`src/rtl/led_activity_sched_pkg.sv`:
```
// Shared encodings for the LED activity scheduler: channel FSM states, override FSM
// states and the per-direction channel count.
package led_activity_sched_pkg;

   localparam int unsigned NumChan = 16;

   typedef enum logic [1:0] {
      ChIdle,
      ChOn,
      ChOff
   } chan_state_e;

   typedef enum logic {
      TopRun,
      TopOvr
   } top_state_e;

endpackage

```
`src/rtl/led_chan_sched.sv`:
```
// One LED channel: flashes for ON_TICKS, then forces OFF_TICKS of dark so that
// sustained traffic blinks instead of holding the LED solid.
module led_chan_sched
   import led_activity_sched_pkg::*;
#(
   parameter int unsigned ON_TICKS  = 3,
   parameter int unsigned OFF_TICKS = 2
) (
   input  logic clk,
   input  logic resetn,
   input  logic tick,
   input  logic evt,
   output logic led
);

   localparam logic [3:0] OnLoad  = 4'(ON_TICKS);
   localparam logic [3:0] OffLoad = 4'(OFF_TICKS);

   chan_state_e state_q, state_d;
   logic [3:0]  cnt_q, cnt_d;
   logic        pend_q, pend_d;

   always_comb begin
      state_d = state_q;
      cnt_d   = cnt_q;
      pend_d  = pend_q;
      unique case (state_q)
         ChIdle: begin
            if (evt) begin
               state_d = ChOn;
               cnt_d   = OnLoad;
               pend_d  = 1'b0;
            end
         end
         ChOn: begin
            if (evt) pend_d = 1'b1;
            if (tick) begin
               if (cnt_q == 4'd1) begin
                  state_d = ChOff;
                  cnt_d   = OffLoad;
               end else begin
                  cnt_d = cnt_q - 4'd1;
               end
            end
         end
         ChOff: begin
            if (evt) pend_d = 1'b1;
            if (tick) begin
               if (cnt_q == 4'd1) begin
                  // An event landing on the expiry cycle still earns a flash.
                  if (pend_q || evt) begin
                     state_d = ChOn;
                     cnt_d   = OnLoad;
                  end else begin
                     state_d = ChIdle;
                  end
                  pend_d = 1'b0;
               end else begin
                  cnt_d = cnt_q - 4'd1;
               end
            end
         end
         default: state_d = ChIdle;
      endcase
   end

   always_ff @(posedge clk or negedge resetn) begin
      if (!resetn) begin
         state_q <= ChIdle;
         cnt_q   <= '0;
         pend_q  <= 1'b0;
      end else begin
         state_q <= state_d;
         cnt_q   <= cnt_d;
         pend_q  <= pend_d;
      end
   end

   // Next-cycle LED value; the top registers it, giving one cycle evt-to-LED latency.
   assign led = (state_d == ChOn);

endmodule

```
`src/rtl/led_activity_sched.sv`:
```
// LED activity scheduler: tick prescaler, 32 channel flashers and a host override
// that temporarily replaces the LED pattern driven to the 74HC594 chain.
module led_activity_sched
   import led_activity_sched_pkg::*;
#(
   parameter int unsigned TICK_WIDTH = 17,
   parameter int unsigned ON_TICKS   = 3,
   parameter int unsigned OFF_TICKS  = 2
) (
   input  logic               clk,
   input  logic               resetn,
   input  logic [NumChan-1:0] in_evt,
   input  logic [NumChan-1:0] out_evt,
   input  logic               host_valid,
   input  logic [NumChan-1:0] host_in,
   input  logic [NumChan-1:0] host_out,
   input  logic [7:0]         host_ticks,
   output logic               host_ready,
   output logic [NumChan-1:0] led_in,
   output logic [NumChan-1:0] led_out,
   output logic               ovr_active
);

   logic [TICK_WIDTH-1:0] presc_q;
   logic                  tick;
   logic [NumChan-1:0]    chan_in, chan_out;

   assign tick = &presc_q;

   for (genvar i = 0; i < NumChan; i++) begin : g_chan
      led_chan_sched #(
         .ON_TICKS (ON_TICKS),
         .OFF_TICKS(OFF_TICKS)
      ) u_in (
         .clk   (clk),
         .resetn(resetn),
         .tick  (tick),
         .evt   (in_evt[i]),
         .led   (chan_in[i])
      );
      led_chan_sched #(
         .ON_TICKS (ON_TICKS),
         .OFF_TICKS(OFF_TICKS)
      ) u_out (
         .clk   (clk),
         .resetn(resetn),
         .tick  (tick),
         .evt   (out_evt[i]),
         .led   (chan_out[i])
      );
   end

   top_state_e         state_q, state_d;
   logic [7:0]         cnt_q, cnt_d;
   logic [NumChan-1:0] pat_in_q, pat_in_d, pat_out_q, pat_out_d;

   always_comb begin
      state_d   = state_q;
      cnt_d     = cnt_q;
      pat_in_d  = pat_in_q;
      pat_out_d = pat_out_q;
      unique case (state_q)
         TopRun: begin
            if (host_valid && host_ready) begin
               state_d   = TopOvr;
               cnt_d     = (host_ticks == '0) ? 8'd1 : host_ticks;
               pat_in_d  = host_in;
               pat_out_d = host_out;
            end
         end
         TopOvr: begin
            if (tick) begin
               if (cnt_q == 8'd1) state_d = TopRun;
               else               cnt_d   = cnt_q - 8'd1;
            end
         end
         default: state_d = TopRun;
      endcase
   end

   always_ff @(posedge clk or negedge resetn) begin
      if (!resetn) begin
         presc_q    <= '0;
         state_q    <= TopRun;
         cnt_q      <= '0;
         pat_in_q   <= '0;
         pat_out_q  <= '0;
         host_ready <= 1'b0;
         led_in     <= '0;
         led_out    <= '0;
      end else begin
         presc_q    <= presc_q + TICK_WIDTH'(1);
         state_q    <= state_d;
         cnt_q      <= cnt_d;
         pat_in_q   <= pat_in_d;
         pat_out_q  <= pat_out_d;
         host_ready <= (state_d == TopRun);
         led_in     <= (state_d == TopOvr) ? pat_in_d  : chan_in;
         led_out    <= (state_d == TopOvr) ? pat_out_d : chan_out;
      end
   end

   assign ovr_active = (state_q == TopOvr);

endmodule
```
`config.mk`:
```
export PLATFORM = sky130hd
export DESIGN_NAME = led_activity_sched
export DESIGN_NICKNAME = d
export VERILOG_FILES = /design/src/rtl/led_activity_sched_pkg.sv /design/src/rtl/led_chan_sched.sv /design/src/rtl/led_activity_sched.sv
export SDC_FILE = /design/constraint.sdc
export NUM_CORES = 1
export LEC_CHECK = 0
export CAP_MARGIN = 20
export CORE_UTILIZATION = 55
export CTS_CLUSTER_DIAMETER = 60
export DETAILED_ROUTE_END_ITERATION = 8
export DONT_BUFFER_PORTS = 1
export PLACE_DENSITY = 0.78
export SLEW_MARGIN = 10
export SYNTH_ARGS = -nofsm -noshare
export SYNTH_HDL_FRONTEND = slang
export SYNTH_SLANG_ARGS = --single-unit
```
`constraint.sdc`:
```
create_clock -name clk -period 2.9 [get_ports clk]
set_clock_uncertainty 0.15 [all_clocks]
set_input_delay 0.58 -clock clk [delete_from_list [all_inputs] [get_ports clk]]
set_output_delay 0.58 -clock clk [all_outputs]
set_load 0.005 [all_outputs]
```
==> summary.md <==
| Metric | Value |
|---|---|
| Status | `finished, violations left` |
| Violated checks | `hold timing` |
| Asr flop ratio synth | `1.000` |
| Max Slew Vio Count | `0` |
| Clk Latency, worst-skew pair | `0.55 ns` |
| Req. time, crit path | `between 3 and 4 ns` |
| Layout cell share with drive strength beyond 1 | `0.1354` |
| Total Wirelength | `between 40 and 50 mm` |
| Total die area | `~39,000 um2` |
| Number of global-route vias before repair | `around 17,000` |
| Vias | `roughly 17,000` |
| Drt initial violations | `around 830` |
| EDFF count, synth | `0` |
| Residual DRC | `0` |
| Critical path class | `flop to flop` |
| Critical path launch point type | `flop` |
| First-pass GRT wire length | `78.07 mm` |
| Synth Area in Compound Gates | `0.2686` |
| LEAKAGE | `between 10 and 15 nW` |
| Final net count | `roughly 2,500` |
| CTS buffer count | `39` |
| Net count after synthesis | `roughly 2,400` |
| Final instance area | `between 20,000 and 25,000 um2` |
| TritonCTS clock tree | `built` |
| Clock root buffer | `clkbuf_16` |
| VDD IR-drop max | `roughly 0.55 mV` |
| Mux share of post-synthesis cell area | `0.02222` |
| Fillcell total | `~3,000` |
| Post-synthesis simple-gate area fraction | `0.1699` |
| Avg Inst Size Synth | `between 9 and 10 um2` |
| Setup Viol. Count Final | `0` |
| FMAX | `~0.36 GHz` |
| PortBufs | `0` |
| FF-to-FF setup slack | `around 0.09 ns` |
| Reg area | `7883 um2` |
| HP Class | `input port to asynchronous set/reset pin` |
| Largest net degree at the start of global routing | `~320` |
| FP Rows | `71` |
| Largest area contributor in the netlist | `dfrtp_1` |
| Critical Path AT | `slightly above 3 ns` |
| Area contributors post-synth | `dfrtp_1 38%, ha_1 12%, o21ai_0 3.4%` |
| Mean routed wirelength per cell | `approximately 17 um` |
| #FFs+latches synth | `315` |
| GPL Wtd Cong | `0.8625` |
| Multi-input logic area | `around 12,000 um2` |
| Routed Antenna Nets | `0` |
| Slew margin rel. | `0.4849` |
| Synth Instances | `2,136` |
| Most frequent cells after synthesis | `315 x dfrtp_1, 196 x ha_1, 185 x inv_1, 151 x nor2_1, 143 x o21ai_0` |
| Worst-Margin Slew | `between 0.7 and 0.8 ns` |
| Diode count | `0` |
| Post-Syn Area | `21,000 um2` |
| Synth Area in Adders | `0.1168` |
| Crit-path max FO | `6` |
| Tcrit/Tclk final | `0.9683` |
| PD cells | `just under 600 nW/um2` |
| First-pass DRT Iterations | `5` |
| Die Span Y | `slightly below 200 um` |
| H-tree depth | `2` |
| Clock Tree Buf Depth | `3` |
| Die X | `197.4 um` |
| Clock-pin transition on the worst setup and hold timing paths | `0.06 ns` |
| HPWL Detailed | `approximately 32 mm` |
| Ports | `roughly 110` |
| Final Util | `0.6300` |
| CTS Sinks | `roughly 320` |
| Post-synth top area share | `0.3753` |
| Register area share after synthesis | `0.3753` |
| YS warnings | `0` |
| Total congestion overflow | `0` |
| WHS | `-0.4053 ns` |
| Count of different cell masters after synthesis | `73` |
| Top FF cell, synth | `dfrtp_1` |
| Cell with the most instances after synthesis | `dfrtp_1` |
| Worst Setup End Kind | `flop` |
| Placed Area | `21,960 um2` |
| Max-cap violation count | `0` |
| Final hold vios | `around 320` |
| XOR/XNOR Fraction of Synth Area | `0.005839` |
| Antenna violations before repair | `1` |
| Core Area | `about 38,000 um2` |
| Tmin final | `approximately 2.8 ns` |
| Starting Density | `0.5589` |
| Vias per cell | `between 6 and 7` |
| Gr usage total | `0.2378` |
| Largest family of logic cells by synthesized area | `compound AO/OA/AOI/OAI gates` |
| Synthesis-to-layout area growth | `12.72%` |
-- cell families after synthesis --
kind of cell	count (synthesis)
buf+inv	228
compound gates	738
fa+ha+maj	196
mux	42
xor+xnor	14
simple gates	603
flops	315
-- where the power goes --
| group | switching [mW] | internal (mW) | leakage [nW] | total, mW |
|---|---|---|---|---|
| Clock | 1.95 | 3.25 | 0.660 | 5.20 |
| Combinational | 1.75 | 1.61 | 5.83 | 3.36 |
| Sequential | 0.534 | 5.03 | 3.59 | 5.56 |
| Total | 4.23 | 9.89 | 10.1 | 14.1 |
-- per-layer routing --
metal  up-vias  part of all wire  wire [um]  global-route usage
li1       8121                 -          -                   -
met1      8368              0.43      20550              0.2897
met2       349              0.50      23560              0.4216
met3        90             0.048       2287             0.04320
met4         2             0.025       1179             0.07895
met5         -           0.00027         13                   0
-- final cells by class --
cell class / count / area share
Clock buffer: 54 / 0.04752
Tap cell: 511 / 0.02701
Timing Repair Buffer: 74 / 0.02881
Clock inverter: 16 / 0.01031
Sequential cell: 315 / 0.3330
Inverter: 185 / 0.02944
Multi-Input combinational cell: 1593 / 0.5239
-- final timing paths --
kind	start	end	depth (start not counted)
min in group clk	out_evt[4]	g_chan[4].u_out.pend_q$_DFFE_PN0P_	2
max in group asynchronous	resetn	g_chan[11].u_out.cnt_q[2]$_DFFE_PN0P_	0
min	resetn	g_chan[10].u_in.state_q[0]$_DFF_PN0_	0
min reg2reg	presc_q[13]$_DFF_PN0_	presc_q[13]$_DFF_PN0_	1
max reg2reg	presc_q[1]$_DFF_PN0_	g_chan[8].u_out.cnt_q[0]$_DFFE_PN0P_	12
max	presc_q[1]$_DFF_PN0_	g_chan[8].u_out.cnt_q[0]$_DFFE_PN0P_	12
-- worst max-delay path: stages (launching register included) --
cell,delay (ns)
dfrtp_1,0.37
ha_1,0.17
inv_1,0.06
nor3_2,0.19
nand2_1,0.11
nor2_2,0.14
ha_4,0.25
buf_4,0.18
o21ba_2,0.17
a2111oi_4,0.39
buf_4,0.19
nand3_1,0.07
o221a_2,0.26
-- registers in the layout (all words and copies together), names as in the netlist --
name / cells
cnt_q: 8
g_chan.u_in.cnt_q: 64
g_chan.u_in.pend_q: 16
g_chan.u_in.state_q: 32
g_chan.u_out.cnt_q: 64
g_chan.u_out.pend_q: 16
g_chan.u_out.state_q: 32
host_ready: 1
led_in: 16
led_out: 16
ovr_active: 1
pat_in_q: 16
pat_out_q: 16
presc_q: 17
-- cells in the final DEF (no fill, tap or decap), drive strengths merged, types with 21 or more instances in the layout --
cell / count
nor2b: 41
a211o: 22
a21o: 34
o311a: 23
buf: 71
a2111oi: 24
a21oi: 91
inv: 186
or3b: 28
a211oi: 49
ha: 196
nor3: 46
o21ba: 27
nand4bb: 32
nor3b: 39
nand2b: 66
nor4bb: 25
a31o: 21
nand3: 36
o211ai: 36
o21ai: 144
o2bb2ai: 54
dfrtp: 315
o21a: 59
clkbuf: 57
mux2: 37
nand2: 57
a31oi: 41
nor2: 151
-- per-stage QoR --
| stage | worst slack (ns) | instances | TNS [ns] | power, mW |
|---|---|---|---|---|
| finish | 0.09192 | 2748 | 0 | 14.12 |
| global route | -0.05357 | 2748 | -0.2508 | 14.91 |
| CTS | 0.02327 | 2735 | 0 | 14.17 |
| detailed placement | -0.01852 | 2665 | -0.04267 | 8.889 |
| global placement | 0.06101 | 2665 | 0 | 8.710 |
| floorplan | 0.02226 | 2136 | 0 | 8.083 |
-- repair_timing --
item,in CTS,in global routing
endpoints found under the setup margin,14,102
gates resized for setup,1,23
hold endpoints to repair,315,315
buffers inserted,0,10
cloned,0,3
pin swaps,0,6
Power figures use the tool's default switching activity.
